--- src/rtl/pythagora_pkg.sv ---
// Shared types and width helpers for the pythagora norm datapath.
// Keeps width derivation in one place so sub-blocks agree on sizes.
package pythagora_pkg;

    typedef enum logic [1:0] {
        ST_IDLE = 2'd0,
        ST_ACC  = 2'd1,
        ST_SQRT = 2'd2,
        ST_DONE = 2'd3
    } norm_state_e;

    // Accumulator width that holds ndim squares of dw-bit values.
    function automatic int norm_aw(input int dw, input int ndim);
        return 2 * dw + $clog2(ndim);
    endfunction

    // Root width for an aw-bit radicand.
    function automatic int norm_rw(input int aw);
        return (aw + 1) / 2;
    endfunction

endpackage

--- src/rtl/norm_isqrt_seq.sv ---
// Iterative radix-4 integer square root, one root bit per cycle.
// root/rem carry the final result during the cycle done is high.
module norm_isqrt_seq
    import pythagora_pkg::*;
#(
    parameter  int AW = 33,
    localparam int RW = norm_rw(AW)
) (
    input  logic          clk,
    input  logic          rst_n,
    input  logic          start,
    input  logic [AW-1:0] radicand,
    output logic          done,
    output logic [RW-1:0] root,
    output logic [RW:0]   rem
);

    localparam int PW = 2 * RW;
    localparam int CW = $clog2(RW + 1);

    logic          r_busy;
    logic [CW-1:0] r_cnt;
    logic [PW-1:0] r_rad;
    logic [RW-1:0] r_root;
    logic [RW:0]   r_rem;

    logic [RW+2:0] w_rem_sh;
    logic [RW+2:0] w_trial;
    logic          w_ge;
    logic [RW-1:0] w_root_nxt;
    logic [RW:0]   w_rem_nxt;

    // Bring down the next radicand digit pair and try setting a root bit.
    // The partial remainder never exceeds 2*root, so RW+1 bits hold it.
    always_comb begin
        w_rem_sh   = {r_rem, r_rad[PW-1 -: 2]};
        w_trial    = {1'b0, r_root, 2'b01};
        w_ge       = (w_rem_sh >= w_trial);
        w_root_nxt = RW'({r_root, w_ge});
        w_rem_nxt  = (RW + 1)'(w_ge ? w_rem_sh - w_trial : w_rem_sh);
    end

    assign done = r_busy && (r_cnt == CW'(1));
    assign root = w_root_nxt;
    assign rem  = w_rem_nxt;

    // Load on start, then iterate exactly RW times MSB first.
    always_ff @(posedge clk or negedge rst_n) begin
        if (!rst_n) begin
            r_busy <= 1'b0;
            r_cnt  <= '0;
            r_rad  <= '0;
            r_root <= '0;
            r_rem  <= '0;
        end else if (start) begin
            r_busy <= 1'b1;
            r_cnt  <= CW'(RW);
            r_rad  <= PW'(radicand);
            r_root <= '0;
            r_rem  <= '0;
        end else if (r_busy) begin
            r_rad  <= r_rad << 2;
            r_root <= w_root_nxt;
            r_rem  <= w_rem_nxt;
            r_cnt  <= r_cnt - CW'(1);
            if (r_cnt == CW'(1)) r_busy <= 1'b0;
        end
    end

endmodule

--- src/rtl/pythagora_norm_seq.sv ---
// Sequential N-dimensional Euclidean norm with remainder and exact flag.
// One shared squarer accumulates elements, then an iterative sqrt runs.
module pythagora_norm_seq
    import pythagora_pkg::*;
#(
    parameter  int DW   = 16,
    parameter  int NDIM = 2,
    localparam int AW   = norm_aw(DW, NDIM),
    localparam int RW   = norm_rw(AW)
) (
    input  logic              py_clock,
    input  logic              py_rst_n,
    input  logic              in_valid,
    output logic              in_ready,
    input  logic [NDIM*DW-1:0] in_vec,
    output logic              out_valid,
    input  logic              out_ready,
    output logic [RW-1:0]     out_hyp,
    output logic [RW:0]       out_rem,
    output logic              out_exact,
    output logic              busy
);

    localparam int IW = (NDIM > 1) ? $clog2(NDIM) : 1;

    norm_state_e      r_state;
    logic [NDIM*DW-1:0] r_vec;
    logic [AW-1:0]    r_acc;
    logic [IW-1:0]    r_idx;
    logic [RW-1:0]    r_hyp;
    logic [RW:0]      r_rem;
    logic             r_exact;

    logic [DW-1:0]    w_elem;
    logic [2*DW-1:0]  w_elem_x;
    logic [2*DW-1:0]  w_sq;
    logic [AW-1:0]    w_acc_nxt;
    logic             w_last;
    logic             w_accept;
    logic             w_sq_start;
    logic             w_sq_done;
    logic [RW-1:0]    w_root;
    logic [RW:0]      w_rem;

    // Select the current element from the latched vector.
    always_comb begin
        w_elem = '0;
        for (int i = 0; i < NDIM; i++) begin
            if (r_idx == IW'(i)) w_elem = r_vec[i*DW +: DW];
        end
    end

    assign w_elem_x   = {{DW{1'b0}}, w_elem};
    assign w_sq       = w_elem_x * w_elem_x;
    assign w_acc_nxt  = r_acc + AW'(w_sq);
    assign w_last     = (r_idx == IW'(NDIM - 1));

    assign in_ready   = (r_state == ST_IDLE) ||
                        ((r_state == ST_DONE) && out_ready);
    assign w_accept   = in_valid && in_ready;
    assign w_sq_start = (r_state == ST_ACC) && w_last;

    assign out_valid  = (r_state == ST_DONE);
    assign busy       = (r_state == ST_ACC) || (r_state == ST_SQRT);
    assign out_hyp    = r_hyp;
    assign out_rem    = r_rem;
    assign out_exact  = r_exact;

    // The sqrt starts on the final sum, including the last square.
    norm_isqrt_seq #(
        .AW (AW)
    ) u_isqrt (
        .clk      (py_clock),
        .rst_n    (py_rst_n),
        .start    (w_sq_start),
        .radicand (w_acc_nxt),
        .done     (w_sq_done),
        .root     (w_root),
        .rem      (w_rem)
    );

    // Control FSM, accumulator and result registers.
    always_ff @(posedge py_clock or negedge py_rst_n) begin
        if (!py_rst_n) begin
            r_state <= ST_IDLE;
            r_vec   <= '0;
            r_acc   <= '0;
            r_idx   <= '0;
            r_hyp   <= '0;
            r_rem   <= '0;
            r_exact <= 1'b0;
        end else begin
            unique case (r_state)
                ST_IDLE: begin
                    if (w_accept) begin
                        r_vec   <= in_vec;
                        r_acc   <= '0;
                        r_idx   <= '0;
                        r_state <= ST_ACC;
                    end
                end
                ST_ACC: begin
                    r_acc <= w_acc_nxt;
                    r_idx <= r_idx + IW'(1);
                    if (w_last) r_state <= ST_SQRT;
                end
                ST_SQRT: begin
                    if (w_sq_done) begin
                        r_hyp   <= w_root;
                        r_rem   <= w_rem;
                        r_exact <= (w_rem == '0);
                        r_state <= ST_DONE;
                    end
                end
                ST_DONE: begin
                    if (out_ready) begin
                        if (in_valid) begin
                            r_vec   <= in_vec;
                            r_acc   <= '0;
                            r_idx   <= '0;
                            r_state <= ST_ACC;
                        end else begin
                            r_state <= ST_IDLE;
                        end
                    end
                end
                default: r_state <= ST_IDLE;
            endcase
        end
    end

endmodule

--- config.mk ---
export PLATFORM = sky130hd
export DESIGN_NAME = pythagora_norm_seq
export DESIGN_NICKNAME = d
export VERILOG_FILES = /design/src/rtl/pythagora_pkg.sv /design/src/rtl/norm_isqrt_seq.sv /design/src/rtl/pythagora_norm_seq.sv
export SDC_FILE = /design/constraint.sdc
export NUM_CORES = 1
export LEC_CHECK = 0
export BUFFER_PORTS_ARGS = -buffer_cell sky130_fd_sc_hd__buf_2
export CAP_MARGIN = 25
export CORE_ASPECT_RATIO = 0.9
export CORE_MARGIN = 3
export CORE_UTILIZATION = 50
export CTS_BUF_LIST = sky130_fd_sc_hd__clkbuf_4
export DETAILED_ROUTE_END_ITERATION = 10
export GPL_TIMING_DRIVEN = 0
export PLACE_DENSITY_LB_ADDON = 0.08
export SLEW_MARGIN = 10
export SYNTH_ARGS = -nofsm -noshare
export SYNTH_HDL_FRONTEND = slang
export SYNTH_HIERARCHICAL = 1
export SYNTH_SLANG_ARGS = --single-unit
--- constraint.sdc ---
create_clock -name py_clock -period 8.7 [get_ports py_clock]
set_input_delay 2.61 -clock py_clock [delete_from_list [all_inputs] [get_ports py_clock]]
set_output_delay 2.61 -clock py_clock [all_outputs]
set_load 0.02 [all_outputs]
; Yosys cells after proc, flatten, opt, wreduce, memory -nomap -nowiden
; Index checks and enable logic that the tools add are counted.
[totals]
ff_bits = 179
output_inout_bits = 39
[classes]
n_addsub = 4
n_mul = 1
magnitude_cmp = 1
n_eq_ne = 9
muxes = 31
reduce_logical = 15
[ops]
columns = op, count
row1 = 33-bit two-way mux, 3
row2 = 33-bit case mux with 3 select lines, 1
row3 = 32-bit two-way mux, 3
row4 = 34-bit two-way mux, 2
row5 = 32-bit case mux with 2 select lines, 1
row6 = 18-bit two-way mux, 3
row7 = 17-bit two-way mux, 2
row8 = 33-bit by 32-bit adder with 33-bit output, 1
row9 = 16-bit by 16-bit multiplier with 32-bit output, 1
row10 = 20-bit by 19-bit greater-or-equal comparator with 1-bit output, 1
row11 = 18-bit zero test, 1
row12 = 18-bit subtractor, 1
row13 = 16-bit two-way mux, 1
row14 = 4-bit AND reduction, 3
row15 = 5-bit two-way mux, 2
row16 = 2-bit two-way mux, 4
row17 = 2-bit case mux with 4 select lines, 1
row18 = 1-bit two-way mux, 7
row19 = 2-bit != test (second input constant), 3
row20 = 5-bit by 1-bit == test with 1-bit output (second input constant), 1
row21 = 5-bit by 1-bit subtractor with 5-bit output (second input constant), 1
row22 = 2-bit == test (second input constant), 2
row23 = 1-bit logical AND, 4
row24 = 2-bit by 1-bit != test with 1-bit output (second input constant), 2
row25 = 8 further kinds, 10

; Logic depth before layout (Yosys ltp)
; Gate-level depths: netlist of the first run.
[logic_depth]
ltp_word = 6
depth_mapped = 29
ltp_nobuf = 25

; Cells and area by module
; Netlist of the first run, hierarchy kept.
[by_module_without_submodules]
columns = module, n_inst, cells_per_inst, area_per_inst_um2
row1 = pythagora_norm_seq, 1, 1346, 12774.8
row2 = norm_isqrt_seq, 1, 503, 4673.2

; Least setup slack after synthesis of the first run
; Ideal clock, no wire load.
[synth_timing]
path_type = reg-to-reg
start = reg r_idx
end = reg u_isqrt.r_rad[23]
setup_time_ps = 133
arrival_ps = 6754
path_slack_ps = 1813
stages_incl_launch_ff = 28
n_path_buf = 3
synth_period_minus_slack_ps = 6887
path_cell_list = dfrtp_1 -> clkbuf_1 -> buf_2 -> mux2i_1 -> inv_1 -> clkbuf_1 -> nand2_1 -> inv_1 -> fa_1 -> inv_1 -> fa_1 -> fa_1 -> fa_1 -> inv_1 -> fa_1 -> inv_1 -> fa_1 -> inv_1 -> ha_1 -> o21a_1 -> a21oi_1 -> nand2b_1 -> o21ai_2 -> a21boi_0 -> or3_2 -> and2_1 -> nand2_1 -> o21ai_0
[synth_between]
elab_chain_cells = 4
elab_cells_between_ends = 6
[synth_rtl]
columns = element, line_no
row1 = "start, declared", pythagora_norm_seq.sv:29  ; logic [IW-1:0] r_idx;
row2 = "start signal, assigned", pythagora_norm_seq.sv:104  ; r_idx <= r_idx + IW'(1);
row3 = 16-bit two-way mux, pythagora_norm_seq.sv:49  ; if (r_idx == IW'(i)) w_elem = r_vec[i*DW +: DW];
row4 = 16-bit by 16-bit multiplier with 32-bit output, pythagora_norm_seq.sv:54  ; assign w_sq = w_elem_x * w_elem_x;
row5 = 33-bit by 32-bit adder with 33-bit output, pythagora_norm_seq.sv:55  ; assign w_acc_nxt = r_acc + AW'(w_sq);
row6 = net w_acc_nxt[23], pythagora_norm_seq.sv:37  ; logic [AW-1:0] w_acc_nxt;
row7 = 34-bit two-way mux, norm_isqrt_seq.sv:55  ; end else if (start) begin
row8 = "end signal, assigned", norm_isqrt_seq.sv:58  ; r_rad <= PW'(radicand);
row9 = "end signal, assigned", norm_isqrt_seq.sv:62  ; r_rad <= r_rad << 2;
row10 = "end, declared", norm_isqrt_seq.sv:23  ; logic [PW-1:0] r_rad;
; The timed path passes the listed nets, and every way through them passes these cells.
; A chain may end at the register's enable or synchronous reset.

; Worst setup path in the final report of the first run
; Ends and elaborated chain as after synthesis.

==> results of run 1 <==
==> path summary, 6_finish.rpt <==
kind	start	to	slack, ns	cells past startpoint
max reg2reg	r_idx	u_isqrt/r_rad[23]	0.32	27
min reg2reg	r_acc[0]	r_acc[0]	0.50	2
max in group asynchronous	py_rst_n	r_vec[29]	5.81	2
max	r_idx	u_isqrt/r_rad[23]	0.32	27
min in group asynchronous	py_rst_n	out_hyp[7]	1.94	1
min	r_acc[0]	r_acc[0]	0.50	2
==> cells by family (layout without fill, tap and decap cells) <==
| logic type | Yosys count | in the layout | share of synthesized area (%) |
|---|---|---|---|
| flops | 179 | 179 | 25.7 |
| mux | 145 | 145 | 8.95 |
| simple gates | 415 | 415 | 10.6 |
| xor+xnor | 46 | 46 | 2.31 |
| other cells | 0 | 2 | 0 |
| fa+ha+maj | 321 | 321 | 31.3 |
| buf+inv | 471 | 580 | 10.7 |
| compound gates | 272 | 272 | 10.5 |
==> cells in the final DEF (no fill, tap or decap), drive strengths merged, types with 6 or more instances in the layout <==
cell,Yosys,layout
xnor2,29,29
mux2,85,85
dfrtp,179,179
nand2,169,169
nand4,7,7
mux2i,60,60
inv,385,391
nand3,21,21
nor3,15,15
xor2,17,17
ha,129,129
o21a,22,22
fa,192,192
or3,8,8
a211oi,10,10
nand2b,14,14
and3,6,6
nor2b,7,7
buf,29,106
clkinv,4,10
a31oi,15,15
clkbuf,53,72
and2,15,15
a21oi,53,53
o21ai,73,73
a21o,25,25
o211ai,9,9
a22o,10,10
nor2,135,135
==> flip-flops by register name (all words and copies together) (netlist names), 2 cells and up <==
register        cells
r_vec              32
out_rem            18
u_isqrt/r_rem      18
u_isqrt/r_rad      34
r_acc              33
r_state             2
u_isqrt/r_root     17
out_hyp            17
u_isqrt/r_cnt       5
==> per-stage QoR <==
step	hold WS, ns	cells	utilization [%]	area, um2
after global placement	0.464	2385	53.8	18400
final	0.502	2422	54.8	18700
after detailed placement	0.467	2388	54.0	18400
after global routing	0.532	2421	54.8	18700
after floorplan	0.445	1849	-	17400
after CTS	0.502	2420	54.7	18700
==> critical path, stage by stage, from the launching register on <==
cell and delay, ns:
dfrtp_1 0.45, clkbuf_1 0.30, buf_2 0.41, mux2i_4 0.51, inv_1 0.15, clkbuf_1 0.35
nand2_1 0.23, inv_1 0.08, fa_1 0.53, inv_1 0.06, fa_1 0.57, fa_1 0.45
fa_1 0.55, inv_1 0.05, fa_1 0.47, inv_1 0.05, fa_1 0.53, inv_1 0.04
ha_1 0.38, o21a_1 0.21, a21oi_1 0.45, nand2b_1 0.13, o21ai_2 0.26, a21boi_0 0.23
or3_2 0.46, and2_1 0.19, nand2_1 0.06, o21ai_0 0.08
==> area by class of cell <==
cell class	instances	area share (%)
diodes	2	0.0267
clock buffers	19	0.761
clock inverters	13	0.634
well taps	462	3.08
repair buffers	77	2.26
plain buffers	82	2.19
flip-flops and latches	179	23.9
multi-input cells	1199	59.3
inverters	389	7.82
==> layer usage <==
metal  vias to the layer above  track usage, %  routed length (um)
met5                         -               0                   0
met4                         0            4.60                 515
met3                        35            4.22                2710
met2                       333            35.6               18700
met1                      6521            37.4               21100
li1                       6100               -                   -
==> what timing repair did <==
item,CTS,global route
resized for setup,0,9
hold endpoints to repair,0,0
setup endpoints to repair,0,28
==> flow_summary.json, run 1 <==
{
  "die_w_um": 203,
  "grt_max_degree": 91,
  "grt_pass1_wl_mm": 70.0,
  "clk_pin_slew_ns": 0.17,
  "clkLatencyLatePin_ns": 0.63,
  "yosysSeqAreaShare_pct": 25.7,
  "synth_cell_type_count": 81,
  "via_count": 13000,
  "tightest_slew_ns": 1.02,
  "finalWorstSetupSlack_ns": 0.323,
  "syn_inst": 1849,
  "layout-drive-gt1-share_pct": 12.7,
  "n_fill_cell": 3173,
  "io_pins": 75,
  "areaGrowthSynthToFinish_pct": 7.43,
  "crit_type": "flip-flop to flip-flop",
  "setup-tns-final_ns": 0,
  "ys_async_sr_fraction_pct": 100,
  "cts_buffers": 17,
  "yosysTopAreaCell": "dfrtp_1",
  "dpl.hpwl_mm": 34.9,
  "firstDrtPassIters": 5,
  "synth_edf_count": 0,
  "htreeDepth": 4,
  "cts_root_buf": "clkbuf_4",
  "synth.most_common_cell": "inv_1",
  "slew_headroom_pct": 29.9,
  "skew_ns": 0.0194,
  "max_freq_mhz": 119,
  "worstPathMaxFanout": 10,
  "fin_nets": 2302,
  "antenna_found_initial": 2,
  "synthFlopType": "dfrtp_1",
  "rsz0062_at_grt": "no",
  "ant_nets": 0,
  "postCtsSetupBuffers": 0,
  "place_ws_ns": 0.168,
  "avgSynthCellArea_um2": 9.44,
  "wl_per_cell_um": 17.8,
  "synth_area_um2": 17400,
  "cts_hold_buf": 0,
  "hp-class": "flip-flop to flip-flop",
  "grtUsageTotal_pct": 24.1,
  "cts_tree": "yes",
  "gp_congestion": 0.883,
  "cp.required_ns": 9.21,
  "cts.sinks": 179,
  "route.detailed.drc": 0,
  "period_share_pct": 96.3,
  "netlist_top_cells_count": "inv_1, fa_1, dfrtp_1",
  "register_area_um2": 4480,
  "die_h_um": 183,
  "portBuffers": 74,
  "synth_warnings": 6,
  "synth_top_cell_area_share_pct": 25.7,
  "vias_per_cell": 5.36,
  "start_kind": "flip-flop",
  "multi_input_area_um2": 11100,
  "cts_max_path_buffers": 2,
  "end_kind": "flip-flop",
  "cap_violations": 0,
  "fin_crit_ns": 8.38,
  "hold_viol_final": 0,
  "grt-ovfl-total": 0,
  "grt_pass1_vias": 12900,
  "synth_fp_nets": 2206,
  "status": "complete, no violations",
  "setup_viol": 0,
  "synth_area_leaders": "dfrtp_1, fa_1, ha_1",
  "core.rowCount": 64,
  "first_iter_violations": 1028,
  "cp.arrival_ns": 8.89,
  "initial_core_util_pct": 51.0,
  "coreArea_um2": 34200,
  "report.final.slew_viol_count": 0,
  "ys_seq_elements": 179,
  "die_area_um2": 37200,
  "routed_wl_mm": 43.1
}
Power of run 1 is left out: the tool's default activity adds up to more than one toggle a clock period on the data nets, which glitch-free logic cannot reach.
==> run 2: changes to the inputs <==
Settings changed: CORE_ASPECT_RATIO 0.9 to 1.2, PLACE_DENSITY set to 0.67, PLACE_DENSITY_LB_ADDON 0.08 to unset.
==> run 2 against run 1 <==
Compared with the run above:
- worst hold slack better by 0.0067 ns
- non-clock buffer count down 1
- worst setup slack better by 0.0099 ns
- critical path depth down 2
- highest routed layer unchanged
==> flow_summary.json, run 2 (synthesis gave the netlist of run 1 again) <==
{
  "cpPeakStageDelay_ns": 0.94,
  "cts_hold_buf": 0,
  "rsz0062_at_grt": "no",
  "areaGrowthSynthToFinish_pct": 7.39,
  "r2r_setup_slack_ns": 0.33,
  "regToRegEndpoint": "u_isqrt/r_rad[26]",
  "via_count": 13000,
  "cts_buffers": 17,
  "clkLatencyLatePin_ns": 0.63,
  "grt-ovfl-total": 0,
  "clk_pin_slew_ns": 0.15,
  "use_met3_pct": 2.43,
  "die_area_um2": 37200,
  "gp_congestion": 0.945,
  "grt_max_degree": 102,
  "crit_type": "flip-flop to flip-flop",
  "start_kind": "flip-flop",
  "fin_nets": 2301,
  "postCtsSetupBuffers": 0,
  "coreArea_um2": 34300,
  "setup-tns-final_ns": 0,
  "firstDrtPassIters": 6,
  "hp-class": "flip-flop to flip-flop",
  "grtUsageMet1_pct": 29.0,
  "reg2reg_from": "r_idx",
  "core.rowCount": 74,
  "dpl.hpwl_mm": 34.4,
  "portBuffers": 74,
  "die_w_um": 177,
  "min_to": "r_acc[0]",
  "ant_nets": 0,
  "routed_wl_mm": 41.9,
  "report.final.slew_viol_count": 0,
  "final_common_cell": "inv_1",
  "grt.busiest_layer": "met2",
  "period_share_pct": 96.2,
  "antenna_found_initial": 2,
  "cts-resized-gates": 0,
  "first_iter_violations": 642,
  "cpMostUsedCell": "fa_1",
  "vias_per_cell": 5.37,
  "final_cell_mix": "inv_1, fa_1, dfrtp_1, nand2_1, nor2_1",
  "grt_use_met2_pct": 42.4,
  "cts_tree": "yes",
  "reg_top3": "u_isqrt/r_rad: 34 flops, r_acc: 33 flops, r_vec: 32 flops",
  "grtUsageTotal_pct": 23.4,
  "worstPathMaxFanout": 10,
  "layout-drive-gt1-share_pct": 12.5,
  "setup_viol": 0,
  "wl_per_cell_um": 17.4,
  "htreeDepth": 4,
  "cts_root_buf": "clkbuf_4",
  "die_h_um": 211,
  "hold_depth": 2,
  "route.detailed.drc": 0,
  "cts_max_path_buffers": 2,
  "largest_register_ff_count": 34,
  "cp.arrival_ns": 8.91,
  "cts.sinks": 179,
  "max_freq_mhz": 120,
  "fin_crit_ns": 8.37,
  "cap_violations": 0,
  "status": "complete, no violations",
  "worstHoldStart": "r_acc[0]",
  "end_kind": "flip-flop",
  "r2r.worst_path.cells": 25,
  "io_pins": 75,
  "initial_core_util_pct": 50.9,
  "grt_pass1_wl_mm": 69.1,
  "tightest_slew_ns": 1.09,
  "top_register": "u_isqrt/r_rad",
  "crit_slowest_cell": "mux2i_1",
  "grt_pass1_vias": 13600,
  "slew_headroom_pct": 24.9,
  "skew_ns": 0.0379,
  "hold_viol_final": 0,
  "cp.required_ns": 9.24
}
==> run 2: worst max-delay path: cells and delay by family, from the launching register on <==
| family | cells | cell delay (ns) |
|---|---|---|
| adder cells (fa/ha/maj) | 7 | 3.16 |
| buffers and inverters | 8 | 1.81 |
| AO/OA/AOI/OAI | 4 | 1.15 |
| multiplexers | 1 | 0.94 |
| AND/OR/NAND/NOR | 4 | 0.68 |
| flip-flops | 1 | 0.45 |
| XOR/XNOR | 1 | 0.13 |
==> run 2: worst max-delay path by stage <==
stage / startpoint / end / slack (ns)
floorplan: r_idx / u_isqrt/r_rad[23] / 1.81
global placement: r_idx / u_isqrt/r_rad[23] / 0.19
detailed placement: r_idx / u_isqrt/r_rad[23] / 0.11
CTS: r_idx / u_isqrt/r_rad[23] / 0.06
global route: r_idx / u_isqrt/r_rad[32] / 0.06
finish: r_idx / u_isqrt/r_rad[26] / 0.33
==> run 2: area by class of cell <==
type	count	area (um2)
fillers	3159	15500
multi-input cells	1199	11100
flip-flops and latches	179	4480
inverters	389	1470
well taps	456	571
repair buffers	76	415
plain buffers	82	410
clock inverters	13	148
clock buffers	18	135
diodes	3	7.51
==> run 2: metal layers <==
metal	routed length, um	up-vias
met3	1510	96
met1	17500	6420
met2	21400	358
met4	1530	0
li1	-	6098
met5	0	-
==> run 2: through the flow <==
step	instances	cell area (um2)	setup slack [ns]	hold WS, ns	util [%]
after floorplan	1849	17400	1.81	0.445	-
after global placement	2379	18400	0.186	0.458	53.7
after detailed placement	2381	18400	0.107	0.471	53.8
after CTS	2412	18700	0.0602	0.510	54.6
after global routing	2415	18700	0.0604	0.533	54.7
final	2415	18700	0.332	0.509	54.7
Power of run 2 is left out for the same reason.
==> run 3: changes to the inputs <==
Settings changed: CORE_ASPECT_RATIO 1.2 to 0.75.
==> run 3 against run 2 <==
Compared with the run above:
- sequential share of layout area fell by 0.065 points
- critical path depth up 3
- first-iteration DRC count rose by 68%
- worst setup slack improved by 0.074 ns
- sequential cell count unchanged
- register-to-register slack better by 0.07 ns
- final cell count shrank 0.17%
- largest cell class unchanged
- highest routed layer is now met5
==> flow_summary.json, run 3 (synthesis gave the netlist of run 1 again) <==
{
  "status": "complete, no violations",
  "cap_violations": 0,
  "io_pins": 75,
  "crit_slowest_cell": "fa_1",
  "firstDrtPassIters": 5,
  "grtUsageTotal_pct": 24.1,
  "setup-tns-final_ns": 0,
  "gp_congestion": 0.908,
  "fin_crit_ns": 8.29,
  "grt_use_met2_pct": 34.4,
  "wl_per_cell_um": 18.0,
  "ant_nets": 0,
  "portBuffers": 74,
  "routed_wl_mm": 43.5,
  "reg_top3": "u_isqrt/r_rad: 34 flops, r_acc: 33 flops, r_vec: 32 flops",
  "largest_register_ff_count": 34,
  "cts_buffers": 17,
  "slew_headroom_pct": 29.7,
  "clk_pin_slew_ns": 0.17,
  "antenna_found_initial": 2,
  "hold_viol_final": 0,
  "max_freq_mhz": 121,
  "coreArea_um2": 34000,
  "grt_pass1_vias": 13300,
  "period_share_pct": 95.3,
  "hp-class": "flip-flop to flip-flop",
  "via_count": 13200,
  "setup_viol": 0,
  "grt_pass1_wl_mm": 71.0,
  "die_h_um": 168,
  "layout-drive-gt1-share_pct": 12.8,
  "route.detailed.drc": 0,
  "cp.required_ns": 9.20,
  "cts_max_path_buffers": 2,
  "cts.sinks": 179,
  "cts_root_buf": "clkbuf_4",
  "cts_tree": "yes",
  "dpl.hpwl_mm": 35.5,
  "rsz0062_at_grt": "no",
  "core.rowCount": 58,
  "top_register": "u_isqrt/r_rad",
  "worstPathMaxFanout": 10,
  "end_kind": "flip-flop",
  "n_fill_cell": 3110,
  "report.final.slew_viol_count": 0,
  "die_w_um": 222,
  "cp.arrival_ns": 8.79,
  "use_met3_pct": 5.91,
  "grtUsageMet1_pct": 37.6,
  "start_kind": "flip-flop",
  "vias_per_cell": 5.49,
  "cts-resized-gates": 0,
  "initial_core_util_pct": 51.4,
  "final_cell_mix": "inv_1, fa_1, dfrtp_1, nand2_1, nor2_1",
  "cts_hold_buf": 0,
  "tightest_slew_ns": 1.03,
  "first_iter_violations": 1077,
  "grt-ovfl-total": 0,
  "die_area_um2": 37200,
  "skew_ns": 0.0452,
  "cpPeakStageDelay_ns": 0.57,
  "crit_type": "flip-flop to flip-flop",
  "clkLatencyLatePin_ns": 0.64,
  "postCtsSetupBuffers": 0,
  "final_common_cell": "inv_1",
  "grt.busiest_layer": "met1",
  "htreeDepth": 4,
  "fin_nets": 2304,
  "grt_max_degree": 93,
  "areaGrowthSynthToFinish_pct": 7.68,
  "fin_util_pct": 55.3
}
[run 3: cell count changes in the layout (fill, tap and decap cells not counted), sizes merged]
cell	before	now
bufinv	2	1
diode	3	1
inv	390	394
clkbuf	71	70
clkinv	8	9
clkinvlp	2	0
buf	105	108
[run 3: worst max-delay path: cells and delay by family, from the launching register on]
family / cells / cell delay (ns)
AO/OA/AOI/OAI: 5 / 1.19
adder cells (fa/ha/maj): 7 / 3.50
AND/OR/NAND/NOR: 5 / 1.09
multiplexers: 1 / 0.40
buffers and inverters: 10 / 1.64
flip-flops: 1 / 0.38
[run 3: stage by stage]
| step | hold slack [ns] | instance area (um2) | std cells | worst slack (ns) |
|---|---|---|---|---|
| 3_5_place_dp | 0.467 | 18400 | 2376 | 0.109 |
| 6_report | 0.502 | 18800 | 2411 | 0.407 |
| 4_1_cts | 0.505 | 18800 | 2408 | 0.0179 |
| 5_1_grt | 0.527 | 18800 | 2411 | 0.0130 |
| 3_3_place_gp | 0.457 | 18400 | 2373 | 0.111 |
| 2_1_floorplan | 0.445 | 17400 | 1849 | 1.81 |
[run 3: worst paths after layout]
kind | start | endpoint | slack [ns] | cells past startpoint
setup / recovery | r_idx | u_isqrt/r_rad[23] | 0.41 | 28
hold / removal | r_acc[0] | r_acc[0] | 0.50 | 2
setup reg to reg | r_idx | u_isqrt/r_rad[23] | 0.41 | 28
hold reg to reg | r_acc[0] | r_acc[0] | 0.50 | 2
max in group asynchronous | py_rst_n | r_vec[11] | 5.79 | 2
min in group asynchronous | py_rst_n | out_hyp[7] | 1.93 | 1
[run 3: layer usage]
metal  vias to the layer above  wire, um
li1                       6112         -
met1                      6704     21300
met2                       382     18200
met3                        32      3440
met4                         2       474
met5                         -        13
[run 3: area by class of cell]
type | count | area (um2) | area share (%)
clock buffers | 17 | 128 | 0.679
flip-flops and latches | 179 | 4480 | 23.8
multi-input cells | 1199 | 11100 | 59.2
plain buffers | 82 | 410 | 2.18
clock inverters | 15 | 183 | 0.972
diodes | 1 | 2.50 | 0.0133
well taps | 450 | 563 | 3.00
inverters | 389 | 1470 | 7.80
repair buffers | 79 | 442 | 2.35
Power of run 3 is left out for the same reason.
